### src/rtl/board_row_reader.sv
// rtl/board_row_reader.sv - fetches one guess row (pins + yellow/green hints) from the board RAM
// Pins stream out one per beat as read data returns; hint counts and WIN are latched at completion.
module board_row_reader #(
  parameter int MAX_PINS     = 20,
  parameter int MAX_ROWS     = 100,
  parameter int PIN_POS_W    = 5,
  parameter int ADDR_W       = 12,
  parameter int DATA_W       = 8,
  parameter int HINTS_OFFSET = 2048,
  parameter int RD_LAT       = 1
) (
  input  logic                 CLK,
  input  logic                 RST_N,
  input  logic                 REQ,
  input  logic [7:0]           ROW,
  input  logic [PIN_POS_W-1:0] PINS_COUNT,
  output logic [ADDR_W-1:0]    RAM_RADDR,
  input  logic [DATA_W-1:0]    RAM_Q,
  output logic                 BUSY,
  output logic                 DONE,
  output logic                 ROW_ERR,
  output logic                 PIN_VALID,
  output logic [PIN_POS_W-1:0] PIN_INDEX,
  output logic [DATA_W-1:0]    PIN_COLOR,
  output logic [DATA_W-1:0]    YELLOW,
  output logic [DATA_W-1:0]    GREEN,
  output logic                 WIN
);

  localparam int AW    = ADDR_W + 8;
  localparam int TAG_W = PIN_POS_W + 3;
  localparam logic [1:0] K_PIN = 2'd0;
  localparam logic [1:0] K_YEL = 2'd1;
  localparam logic [1:0] K_GRN = 2'd2;

  typedef enum logic [1:0] {IDLE, ISSUE, DRAIN, FINISH} state_t;

  state_t               state_q;
  logic [7:0]           row_q;
  logic [PIN_POS_W-1:0] n_q;
  logic [PIN_POS_W:0]   idx_q;
  logic [DATA_W-1:0]    yel_hold_q;
  // chain_q[0] tags the address on RAM_RADDR; chain_q[RD_LAT] tags the word on RAM_Q.
  logic [TAG_W-1:0]     chain_q [RD_LAT+1];

  logic [ADDR_W-1:0]    issue_addr_d;
  logic [TAG_W-1:0]     issue_tag_d;
  logic                 issue_last_d;
  logic                 tail_valid;
  logic [1:0]           tail_kind;
  logic                 grn_arriving;

  function automatic logic [PIN_POS_W-1:0] clamp_n(input logic [PIN_POS_W-1:0] c);
    if (c < PIN_POS_W'(2)) return PIN_POS_W'(2);
    if (c > PIN_POS_W'(MAX_PINS)) return PIN_POS_W'(MAX_PINS);
    return c;
  endfunction

  function automatic logic [ADDR_W-1:0] pin_addr(input logic [7:0] r, input logic [PIN_POS_W:0] i);
    logic [AW-1:0] a;
    a = AW'(r) * AW'(MAX_PINS) + AW'(i);
    return a[ADDR_W-1:0];
  endfunction

  function automatic logic [ADDR_W-1:0] hint_addr(input logic [7:0] r, input logic sel_grn);
    logic [AW-1:0] a;
    a = AW'(HINTS_OFFSET) + (AW'(r) << 1) + AW'(sel_grn);
    return a[ADDR_W-1:0];
  endfunction

  always_comb begin
    issue_addr_d = hint_addr(row_q, 1'b1);
    issue_tag_d  = {1'b1, K_GRN, {PIN_POS_W{1'b0}}};
    issue_last_d = 1'b1;
    if (idx_q < {1'b0, n_q}) begin
      issue_addr_d = pin_addr(row_q, idx_q);
      issue_tag_d  = {1'b1, K_PIN, idx_q[PIN_POS_W-1:0]};
      issue_last_d = 1'b0;
    end else if (idx_q == {1'b0, n_q}) begin
      issue_addr_d = hint_addr(row_q, 1'b0);
      issue_tag_d  = {1'b1, K_YEL, {PIN_POS_W{1'b0}}};
      issue_last_d = 1'b0;
    end
  end

  assign tail_valid   = chain_q[RD_LAT][TAG_W-1];
  assign tail_kind    = chain_q[RD_LAT][TAG_W-2 -: 2];
  assign PIN_VALID    = tail_valid && (tail_kind == K_PIN);
  assign PIN_INDEX    = PIN_VALID ? chain_q[RD_LAT][PIN_POS_W-1:0] : '0;
  assign PIN_COLOR    = PIN_VALID ? RAM_Q : '0;
  // Green reaches RAM_Q next cycle: that cycle is FINISH, and its edge captures green directly.
  assign grn_arriving = chain_q[RD_LAT-1][TAG_W-1] && (chain_q[RD_LAT-1][TAG_W-2 -: 2] == K_GRN);

  always_ff @(posedge CLK or negedge RST_N) begin
    if (!RST_N) begin
      state_q    <= IDLE;
      row_q      <= '0;
      n_q        <= '0;
      idx_q      <= '0;
      yel_hold_q <= '0;
      for (int j = 0; j <= RD_LAT; j++) chain_q[j] <= '0;
      RAM_RADDR  <= '0;
      BUSY       <= 1'b0;
      DONE       <= 1'b0;
      ROW_ERR    <= 1'b0;
      YELLOW     <= '0;
      GREEN      <= '0;
      WIN        <= 1'b0;
    end else begin
      for (int j = 1; j <= RD_LAT; j++) chain_q[j] <= chain_q[j-1];
      chain_q[0] <= '0;
      DONE       <= 1'b0;
      if (tail_valid && (tail_kind == K_YEL)) yel_hold_q <= RAM_Q;

      case (state_q)
        IDLE: begin
          if (REQ) begin
            row_q <= ROW;
            n_q   <= clamp_n(PINS_COUNT);
            BUSY  <= 1'b1;
            if (int'(ROW) >= MAX_ROWS) begin
              ROW_ERR <= 1'b1;
              state_q <= FINISH;
            end else begin
              ROW_ERR    <= 1'b0;
              RAM_RADDR  <= pin_addr(ROW, '0);
              chain_q[0] <= {1'b1, K_PIN, {PIN_POS_W{1'b0}}};
              idx_q      <= (PIN_POS_W+1)'(1);
              state_q    <= ISSUE;
            end
          end
        end
        ISSUE: begin
          RAM_RADDR  <= issue_addr_d;
          chain_q[0] <= issue_tag_d;
          idx_q      <= idx_q + 1'b1;
          if (issue_last_d) state_q <= DRAIN;
        end
        DRAIN: begin
          if (grn_arriving) state_q <= FINISH;
        end
        FINISH: begin
          DONE    <= 1'b1;
          BUSY    <= 1'b0;
          state_q <= IDLE;
          if (ROW_ERR) begin
            YELLOW <= '0;
            GREEN  <= '0;
            WIN    <= 1'b0;
          end else begin
            YELLOW <= yel_hold_q;
            GREEN  <= RAM_Q;
            WIN    <= (RAM_Q == DATA_W'(n_q));
          end
        end
        default: state_q <= IDLE;
      endcase
    end
  end

endmodule

### config.mk
export PLATFORM = sky130hd
export DESIGN_NAME = board_row_reader
export DESIGN_NICKNAME = d
export VERILOG_FILES = /design/src/rtl/board_row_reader.sv
export SDC_FILE = /design/constraint.sdc
export NUM_CORES = 1
export LEC_CHECK = 0
export BUFFER_PORTS_ARGS = -buffer_cell sky130_fd_sc_hd__clkbuf_2
export CORE_ASPECT_RATIO = 0.7
export CORE_MARGIN = 3
export CORE_UTILIZATION = 55
export DETAILED_ROUTE_END_ITERATION = 12
export PLACE_DENSITY = 0.78
export SLEW_MARGIN = 10
export SYNTH_ARGS = -nofsm -noshare
export SYNTH_HDL_FRONTEND = slang
export SYNTH_SLANG_ARGS = --single-unit
### constraint.sdc
create_clock -name CLK -period 6.05 [get_ports CLK]
set_input_delay 1.21 -clock CLK [delete_from_list [all_inputs] [get_ports CLK]]
set_output_delay 1.21 -clock CLK [all_outputs]
set_load 0.005 [all_outputs]
==> results of run 1 <==
stage by stage:
stage | setup slack [ps] | instance area (µm²) | hold WS, ps
global route | 3010 | 5090 | 347
global placement | 2840 | 4800 | 334
floorplan | 3090 | 4390 | 331
detailed placement | 2780 | 4800 | 341
CTS | 2640 | 5090 | 347
finish | 3090 | 5090 | 344
per-layer routing:
| metal | GRT usage (%) | part of all wire [%] | up-vias |
|---|---|---|---|
| met3 | 4.84 | 5.7 | 19 |
| met2 | 36.5 | 43 | 113 |
| li1 | - | - | 1672 |
| met1 | 37.5 | 49 | 1683 |
| met4 | 7.56 | 1.6 | 0 |
| met5 | 0 | 0 | - |
kinds of logic (layout without fill, tap and decap cells):
| logic type | count (synthesis) | count (layout) | share of synthesized area (%) |
|---|---|---|---|
| AOI/OAI and AO/OA | 103 | 103 | 15.4 |
| xor gates and xnor gates | 15 | 15 | 2.99 |
| adders and majority gates | 41 | 41 | 12.2 |
| buffers and inverters | 52 | 124 | 4.84 |
| DFF | 77 | 77 | 43.9 |
| muxes | 26 | 26 | 6.41 |
| and+or+nand+nor | 123 | 123 | 14.2 |
worst min-delay path by stage:
stage | from | to | slack, ps | depth (start not counted)
after floorplan | chain_q[8]$_DFF_PN0_ | chain_q[0]$_DFF_PN0_ | 330 | 0
after global placement | chain_q[9]$_DFF_PN0_ | chain_q[1]$_DFF_PN0_ | 330 | 0
after detailed placement | chain_q[10]$_DFF_PN0_ | chain_q[2]$_DFF_PN0_ | 340 | 0
after CTS | chain_q[12]$_DFF_PN0_ | chain_q[4]$_DFF_PN0_ | 350 | 0
after global routing | chain_q[12]$_DFF_PN0_ | chain_q[4]$_DFF_PN0_ | 350 | 0
final | chain_q[12]$_DFF_PN0_ | chain_q[4]$_DFF_PN0_ | 340 | 0
registers in the layout (all words and copies together), names as in the netlist:
| name | flops |
|---|---|
| DONE | 1 |
| idx_q | 6 |
| state_q | 2 |
| ROW_ERR | 1 |
| yel_hold_q | 8 |
| YELLOW | 8 |
| RAM_RADDR | 12 |
| GREEN | 8 |
| chain_q | 16 |
| WIN | 1 |
| BUSY | 1 |
| row_q | 8 |
| n_q | 5 |
worst max-delay path: cells and delay by family (launching register included):
kind          cells  cell delay [ps]
simple gates      2              900
buf+inv           1              120
flops             1              390
power breakdown:
group | internal, mW | total, mW | switching (mW)
Sequential | 0.701 | 0.862 | 0.162
Clock | 0.296 | 0.528 | 0.232
Combinational | 0.629 | 1.52 | 0.886
cell usage after synthesis, types with 3 or more instances:
master / instances
dfrtp_1: 77
a21oi_1: 20
nor2_1: 27
inv_1: 39
a211oi_1: 5
and3_1: 5
fa_1: 3
xnor2_1: 10
nand2_1: 40
mux2_2: 17
xor2_1: 5
clkbuf_1: 9
and2_1: 13
o211ai_1: 3
ha_1: 38
a21o_1: 8
o21ai_0: 37
nor3_1: 6
nor2b_1: 6
nand3_1: 10
mux2i_1: 9
cell type report:
cell class	count	area [µm²]
fillers	621	2420
multi-input cells	308	2260
flip-flops and latches	77	1930
repair buffers	69	348
clock buffers	10	239
inverters	39	146
well taps	98	123
clock inverters	6	52.6
==> flow_summary_export.csv, run 1 <==
group,metric,value,unit
yosys,syn_area,4390,µm²
setup_path,cp-start-kind,"register",
setup_path,r2r-start,"row_q[1]$_DFFE_PN0P_",
layout,flow.area_growth_from_synthesis,16.0,%
setup_path,critPathMaxFanout,14,
power,peakVddDrop,0.000293,V
placed_design,port_buffers,69,
yosys,yosys_warnings,0,
timing,slew_viol_final,0,
floorplanning,dieArea,9110,µm²
setup_path,critPathMaxStageDelay,660,ps
clock_tree,cts_setup_buffers,0,
floorplanning,die_y,80.8,µm
layout,final_nets,569,
global_routing,grt_pass1_vias,3400,
timing,worst_slew_pin_slew,1090,ps
setup_path,cp-startpoint,"chain_q[5]$_DFF_PN0_",
yosys,synth-seq-area-share,43.9,%
timing,setup_tns,0,ps
floorplanning,start_util,58.4,%
clock_tree,clock_latency,340,ps
floorplanning,rows,26,
yosys,yosys-top-cells-area,"dfrtp_1 44%, ha_1 11%, mux2_2 4.4%",
clock_tree,numCtsBuffers,9,
layout,diodes,0,
yosys,synthesis.nets,502,
global_routing,grt_max_degree,78,
clock_tree,clk_root_buffer_cell,"clkbuf_16",
timing,max_freq,338,MHz
drt,drtPass1Iterations,5,
layout,drive_gt1_share,22.4,%
timing,hold_viol,0,
setup_path,worst_ep_arrival_time,1750,ps
yosys,syn_avg_cell_area,10.0,µm²
timing,slew_headroom,27.4,%
clock_tree,post_cts_resized,0,
layout,final_common_cell,"dfrtp_1",
setup_path,cpMaxStageDelayCell,"nor3b_2",
drt,route.detailed.drc,0,
layout,final_cell_mix,"77 x dfrtp_1, 68 x clkbuf_2, 40 x nand2_1, 39 x inv_1, 38 x ha_1",
yosys,yosysTopAreaCellShare,43.9,%
global_routing,grt_overflow,0,
setup_path,worst_setup_path_end_kind,"output pin",
timing,rsz0062_at_grt,"false",
placed_design,dp_cells,591,
power,p_per_area,571,nW/µm²
drt,drt_iter0_markers,280,
power,p_leak,2.50,nW
setup_path,rr_endpoint,"RAM_RADDR[10]$_DFFE_PN0P_",
power,power,2.91,mW
worst_hold_path,hold_class,"register to register",
drt,vias,3487,
timing,fin_worst_skew,8.43,ps
setup_path,crit_chain,"nor3b_2, and2_1, clkbuf_2",
yosys,ys_types,57,
drt,wl_per_cell,17.8,µm
clock_tree,cts_hold_buf,0,
setup_path,cp.required,4840,ps
run_status,outcome,"completed",
placed_design,dp_hpwl,8.04,mm
setup_path,r2r_slack,3270,ps
clock_tree,clk_pin_slew,70,ps
drt,ant_nets,0,
clock_tree,cts_tree,"done",
yosys,synth-seq-cells,77,
global_routing,antenna_found_initial,0,
drt,via_per_inst,5.74,
floorplanning,core_area,7510,µm²
layout,final_core_util,67.8,%
global_routing,grt_pass1_wl,17.6,mm
clock_tree,clkSinkCount,77,
timing,setup_violations,0,
timing,fin_crit_sh,48.9,%
yosys,synth_flop_cell,"dfrtp_1",
yosys,yosysTopAreaCell,"dfrtp_1",
clock_tree,clk_path_buf_depth,2,
drt,routed_wl,10.8,mm
yosys,async_flop_share,100,%
setup_path,r2r_cells,10,
timing,period_needed,2960,ps
yosys,synth_enable_flop_cells,0,
global_routing,grt_usage,24.9,%
job,cap_violations,0,
setup_path,crit_end,"PIN_INDEX[2]",
clock_tree,h-tree-depth,3,
floorplanning,chipWidth,113,µm
placed_design,routabilityCongestion,0.918,
floorplanning,ios,70,
yosys,postSynthCellCount,437,
layout,instances_no_fill,607,
setup_path,critical_path_class,"register to output pin",
Power figures use the tool's default switching activity.
==> inputs of run 2 (changes only) <==
--- a/config.mk
+++ b/config.mk
@@ -8,9 +8,9 @@
 export BUFFER_PORTS_ARGS = -buffer_cell sky130_fd_sc_hd__clkbuf_2
 export CORE_ASPECT_RATIO = 0.7
 export CORE_MARGIN = 3
-export CORE_UTILIZATION = 55
+export CORE_UTILIZATION = 51
 export DETAILED_ROUTE_END_ITERATION = 12
-export PLACE_DENSITY = 0.78
+export PLACE_DENSITY = 0.76
 export SLEW_MARGIN = 10
 export SYNTH_ARGS = -nofsm -noshare
 export SYNTH_HDL_FRONTEND = slang
==> constraint.sdc (replaced) <==
create_clock -name CLK -period 2.4 [get_ports CLK]
set_input_delay 0.48 -clock CLK [delete_from_list [all_inputs] [get_ports CLK]]
set_output_delay 0.48 -clock CLK [all_outputs]
set_load 0.005 [all_outputs]
==> flow_summary_export.csv, run 2 (synthesized netlist as in run 1, its figures left out) <==
group,metric,value,unit
run_status,outcome,"finished, violations left",
run_status,violations,"setup timing",
drt,ant_nets,0,
drt,wl_per_cell,18.6,µm
placed_design,preCtsSetupSlack,-79.5,ps
timing,setup_tns,-150,ps
drt,routed_wl,12.0,mm
floorplanning,start_util,54.2,%
placed_design,routabilityCongestion,0.927,
layout,final_cell_mix,"75 x dfrtp_1, 68 x clkbuf_2, 40 x nand2_1, 38 x inv_1, 35 x buf_4",
timing,rsz0062_at_grt,"true",
layout,diodes,0,
clock_tree,clock_latency,340,ps
job,cap_violations,0,
layout,reg_top3,"chain_q: 16 flops, RAM_RADDR: 12 flops",
placed_design,port_buffers,69,
setup_path,cp-startpoint,"row_q[3]$_DFFE_PN0P_",
drt,drtPass1Iterations,5,
placed_design,dp_hpwl,8.28,mm
timing,setup_violations,3,
timing,period_needed,2480,ps
timing,hold_viol,0,
global_routing,grt_pass1_vias,3604,
setup_path,r2r_cells,11,
timing,fin_worst_skew,7.93,ps
clock_tree,h-tree-depth,3,
clock_tree,clk_root_buffer_cell,"clkbuf_16",
global_routing,grt_max_degree,34,
floorplanning,die_y,83.6,µm
layout,multiInputGateArea,2410,µm²
timing,max_freq,403,MHz
setup_path,r2r_slack,-80,ps
setup_path,worst_ep_arrival_time,2710,ps
worst_hold_path,hold_class,"input port to asynchronous set/reset pin",
power,power,8.83,mW
layout,largest_register,"chain_q",
drt,via_per_inst,5.80,
setup_path,cp.required,2630,ps
floorplanning,rows,27,
floorplanning,core_area,8110,µm²
timing,slew_headroom,27.6,%
setup_path,rr_endpoint,"RAM_RADDR[9]$_DFFE_PN0P_",
drt,route.detailed.drc,0,
timing,slew_viol_final,0,
floorplanning,chipWidth,117,µm
clock_tree,cts_hold_buf,0,
clock_tree,clk_pin_slew,70,ps
layout,largest_reg_flops,16,
layout,final_common_cell,"dfrtp_1",
clock_tree,clkSinkCount,77,
global_routing,grt_overflow,0,
layout,regArea,1930,µm²
clock_tree,cts_tree,"done",
timing,worst_slew_pin_slew,1080,ps
layout,fillers,589,
global_routing,grt_usage,24.3,%
layout,final_nets,604,
setup_path,worst_setup_path_end_kind,"register",
timing,fin_crit_sh,103,%
floorplanning,ios,70,
global_routing,grt_pass1_wl,18.7,mm
layout,final_core_util,68.6,%
setup_path,critPathMaxFanout,3,
setup_path,r2r-start,"row_q[3]$_DFFE_PN0P_",
drt,drt_iter0_markers,296,
timing,setup_slack,-81.1,ps
clock_tree,numCtsBuffers,9,
power,p_leak,2.72,nW
floorplanning,dieArea,9780,µm²
setup_path,critical_path_class,"register to register",
layout,flow.area_growth_from_synthesis,26.6,%
power,peakVddDrop,0.000938,V
layout,drive_gt1_share,31.1,%
power,p_per_area,1590,nW/µm²
setup_path,cp-start-kind,"register",
clock_tree,clk_path_buf_depth,2,
global_routing,antenna_found_initial,0,
drt,vias,3738,
## run 2: changes by cell type in the layout (fill, tap and decap cells not counted), sizes merged
cell,before,now
clkinvlp,2,0
bufinv,0,2
buf,1,36
clkbuf,78,77
inv,42,43
## run 2: per-layer routing
layer  up-vias  wire length (µm)  GRT usage (%)
li1       1733                 -              -
met5         -                 0              0
met2       171              5290           35.1
met1      1807              5550           37.1
met4         0               293           5.94
met3        27               846           5.00
## run 2: area by class of cell
cell class                 instances  share of cell area [%]
clock buffer                       9                    4.05
clock inverter                     7                    2.05
inverter                          39                    2.63
multi-input combinational        308                    43.3
sequential                        77                    34.7
tap                              101                    2.27
timing repair buffer             104                    11.0
## run 2: worst max-delay path: stages (launching register included)
cell,delay [ps]
dfrtp_1,410
ha_4,300
ha_4,150
inv_2,40
fa_2,360
buf_6,150
xnor2_4,210
nand2b_4,100
nor4_4,270
xnor2_1,150
nor2_1,70
o22a_1,150
## run 2: how the worst max path moves through the flow
stage,end
2_1_floorplan,RAM_RADDR[11]$_DFFE_PN0P_
6_report,RAM_RADDR[9]$_DFFE_PN0P_
3_5_place_dp,RAM_RADDR[10]$_DFFE_PN0P_
4_1_cts,RAM_RADDR[11]$_DFFE_PN0P_
5_1_grt,RAM_RADDR[9]$_DFFE_PN0P_
3_3_place_gp,RAM_RADDR[10]$_DFFE_PN0P_
## run 2: stage by stage
stage / hold WS, ps / cell area, µm² / instances
6_report: 91.8 / 5560 / 645
5_1_grt: 116 / 5560 / 645
4_1_cts: 100 / 5430 / 643
3_5_place_dp: 336 / 5040 / 626
3_3_place_gp: 337 / 5040 / 626
2_1_floorplan: 184 / 4390 / 437
## run 2: power breakdown
part / leakage (nW) / internal (mW) / switching, mW / total (mW)
Combinational: 1.58 / 2.36 / 2.75 / 5.11
Sequential: 0.976 / 1.77 / 0.378 / 2.15
Clock: 0.167 / 0.943 / 0.626 / 1.57
## run 2: repair_timing
action,4_1_cts,5_1_grt
resized for setup,11,18
setup endpoints to repair,4,7
pin swaps,6,11
buffers inserted,1,2
hold endpoints to repair,0,0
==> inputs of run 3 (changes only) <==
--- a/config.mk
+++ b/config.mk
@@ -5,12 +5,12 @@
 export SDC_FILE = /design/constraint.sdc
 export NUM_CORES = 1
 export LEC_CHECK = 0
+export ABC_AREA = 1
 export BUFFER_PORTS_ARGS = -buffer_cell sky130_fd_sc_hd__clkbuf_2
 export CORE_ASPECT_RATIO = 0.7
 export CORE_MARGIN = 3
-export CORE_UTILIZATION = 51
+export CORE_UTILIZATION = 35
 export DETAILED_ROUTE_END_ITERATION = 12
-export PLACE_DENSITY = 0.76
 export SLEW_MARGIN = 10
 export SYNTH_ARGS = -nofsm -noshare
 export SYNTH_HDL_FRONTEND = slang
==> flow_summary_export.csv, run 3 <==
group,metric,value,unit
run_status,outcome,"completed",
layout,diodes,0,
setup_path,worst_path_most_repeated_cell,"nand2_1",
floorplanning,rows,32,
floorplanning,chipWidth,137,µm
yosys,synth_common_cells,"111 x nand2_1, 77 x dfrtp_1, 62 x inv_1",
job,cap_violations,0,
drt,drtPass1Iterations,5,
yosys,synth_xor_area_share,1.46,%
floorplanning,die_y,97.8,µm
global_routing,grt_overflow,0,
setup_path,cp-start-kind,"register",
yosys,yosys_warnings,0,
timing,worst_slew_pin_slew,497,ps
power,p_sw_share,44.0,%
clock_tree,h-tree-depth,3,
clock_tree,clk_pin_slew,70,ps
yosys,yosysTopAreaCellShare,45.8,%
yosys,synth_enable_flop_cells,0,
yosys,syn_avg_cell_area,8.56,µm²
placed_design,placed_area,4860,µm²
floorplanning,ios,70,
yosys,synth_fa_ha_area_share,12.7,%
layout,fillers,1142,
global_routing,grt_pass1_wl,18.1,mm
yosys,syn_area,4210,µm²
clock_tree,clkSinkCount,77,
layout,flow.area_growth_from_synthesis,23.3,%
timing,slew_headroom,66.7,%
power,power,7.38,mW
global_routing,antenna_found_initial,0,
layout,final_common_cell,"nand2_1",
timing,max_freq,433,MHz
clock_tree,numCtsBuffers,9,
timing,rsz0062_at_grt,"true",
placed_design,port_buffers,69,
drt,routed_wl,11.1,mm
clock_tree,cts_tree,"done",
timing,setup_violations,0,
layout,largest_reg_flops,16,
global_routing,grt_usage,17.1,%
drt,vias,3731,
floorplanning,start_util,37.0,%
timing,hold_viol,0,
power,p_per_area,1420,nW/µm²
placed_design,dp_hpwl,8.35,mm
yosys,synthesis.nets,557,
yosys,yosysMostFrequentCell,"nand2_1",
drt,ant_nets,0,
setup_path,cpMaxStageDelayCell,"fa_1",
power,p_int,4.14,mW
drt,drt_iter0_markers,292,
setup_path,critical_path_class,"register to register",
floorplanning,dieArea,13400,µm²
power,peakVddDrop,0.000498,V
timing,slew_viol_final,0,
yosys,synth_compound_area_share,13.9,%
floorplanning,core_area,11400,µm²
yosys,synthMuxAreaShare,0,%
power,p_leak,2.72,nW
clock_tree,clk_path_buf_depth,2,
yosys,synth_top_family_by_area,"simple AND/OR/NAND/NOR gates",
drt,wl_per_cell,14.9,µm
timing,period_needed,2310,ps
layout,stdcell_area,5190,µm²
yosys,postSynthCellCount,492,
setup_path,critPathMaxStageDelay,490,ps
yosys,yosys-top-cells-area,"dfrtp_1 46%, ha_1 11%, nand2_1 9.9%",
setup_path,critPathMaxFanout,4,
power,seqPwrFrac,29.9,%
setup_path,r2r-start,"row_q[3]$_DFFE_PN0P_",
layout,final_nets,648,
placed_design,routabilityCongestion,0.833,
yosys,ys_types,40,
power,power.switching,3.24,mW
layout,final_cell_mix,"109 x nand2_1, 76 x dfrtp_1, 68 x clkbuf_2, 60 x inv_1, 48 x nor2_1",
setup_path,r2r_cells,12,
placed_design,dp_cells,725,
timing,fin_crit_sh,96.3,%
setup_path,crit_end,"RAM_RADDR[7]$_DFFE_PN0P_",
setup_path,cp.required,2630,ps
yosys,synth-seq-area-share,45.8,%
yosys,yosysTopAreaCell,"dfrtp_1",
layout,instances_no_fill,741,
setup_path,r2r_slack,90,ps
drt,via_per_inst,5.04,
global_routing,grt_max_degree,51,
worst_hold_path,hold_class,"input port to asynchronous set/reset pin",
setup_path,cp-startpoint,"row_q[3]$_DFFE_PN0P_",
setup_path,rr_endpoint,"RAM_RADDR[7]$_DFFE_PN0P_",
layout,reg_top3,"chain_q: 16 flops, RAM_RADDR: 12 flops",
power,p_clk_share,17.5,%
yosys,synth_flop_cell,"dfrtp_1",
yosys,async_flop_share,100,%
layout,largest_register,"chain_q",
timing,setup_tns,0,ps
yosys,synth-seq-cells,77,
setup_path,worst_ep_arrival_time,2540,ps
clock_tree,clk_root_buffer_cell,"clkbuf_16",
yosys,synthSimpleGateAreaFrac,19.5,%
clock_tree,cts_setup_buffers,0,
timing,fin_worst_skew,7.17,ps
setup_path,crit_chain,"ha_1, ha_2, inv_2, fa_1, inv_2, nand3_1, nand2_1, nor2_2, xor2_1, o211ai_1, nand2_1, nand2_1",
global_routing,grt_pass1_vias,3464,
clock_tree,cts_hold_buf,0,
power,pwr-share-comb,52.6,%
clock_tree,clock_latency,340,ps
drt,route.detailed.drc,0,
setup_path,worst_setup_path_end_kind,"register",
layout,drive_gt1_share,21.3,%
[run 3: cell count changes in the layout (fill, tap and decap cells not counted), moves of 6 or more]
cell     before  now
nor2_1       27   48
mux2_2       17    0
inv_1        38   60
nand2_1      40  109
a22o_1        0    9
and2_1       13    2
nand3_1       8   19
buf_4        35   19
a21oi_1      17   23
mux2i_1       9    0
a21o_1        8    0
xnor2_1       9    3
[run 3: cell type report]
| cell class | count | area (µm²) | area share, % |
|---|---|---|---|
| clock inverter | 7 | 56.3 | 1.08 |
| clock buffer | 9 | 225 | 4.34 |
| sequential | 77 | 1930 | 37.2 |
| tap | 153 | 191 | 3.69 |
| multi-input combinational | 343 | 2040 | 39.4 |
| inverter | 64 | 241 | 4.65 |
| timing repair buffer | 88 | 503 | 9.69 |
[run 3: stage by stage]
step	hold slack, ps	utilization (%)	setup slack, ps
6_report	67.3	45.6	88.1
5_1_grt	88.9	45.6	-87.1
4_1_cts	73.2	45.3	19.9
3_5_place_dp	335	42.8	-11.9
3_3_place_gp	335	42.8	-5.55
2_1_floorplan	184	-	50.6
[run 3: power groups by stage]
stage	sequential [mW]	clock (mW)	combinational, mW
after floorplan	2.15	0	2.37
after global placement	2.20	0	3.63
after detailed placement	2.22	0	3.68
after CTS	2.21	1.32	3.72
after global routing	2.28	1.40	4.38
final	2.21	1.29	3.88
[run 3: cell families after synthesis]
logic type / Yosys count
xor gates and xnor gates: 7
adders and majority gates: 41
buffers and inverters: 72
AOI/OAI and AO/OA: 97
and+or+nand+nor: 198
DFF: 77
[run 3: how the worst min path moves through the flow]
stage / depth (start not counted) / start / end / slack, ps
floorplan: 0 / RST_N / BUSY$_DFFE_PN0P_ / 180
global placement: 0 / chain_q[10]$_DFF_PN0_ / chain_q[2]$_DFF_PN0_ / 340
detailed placement: 0 / chain_q[11]$_DFF_PN0_ / chain_q[3]$_DFF_PN0_ / 330
CTS: 1 / RST_N / GREEN[1]$_DFFE_PN0P_ / 70
global route: 1 / RST_N / GREEN[1]$_DFFE_PN0P_ / 90
finish: 1 / RST_N / GREEN[1]$_DFFE_PN0P_ / 70
[run 3: critical path, delay by kind of cell (launching register included)]
kind | cells | cell delay [ps]
buffers and inverters | 2 | 100
adders and majority gates | 3 | 950
AOI/OAI and AO/OA | 1 | 130
xor gates and xnor gates | 1 | 250
DFF | 1 | 390
and+or+nand+nor | 5 | 390
[run 3: routing by layer]
layer | global-route usage (%) | wire (µm)
met5 | 0 | 0
met4 | 3.60 | 83
met3 | 4.84 | 963
met2 | 23.3 | 4490
met1 | 26.7 | 5540
[run 3: repair_timing]
action                                 in CTS  in global routing
endpoints found under the hold margin       0                  0
pin swaps                                   1                  0
resized for setup                           2                 12
setup endpoints to repair                   3                  7
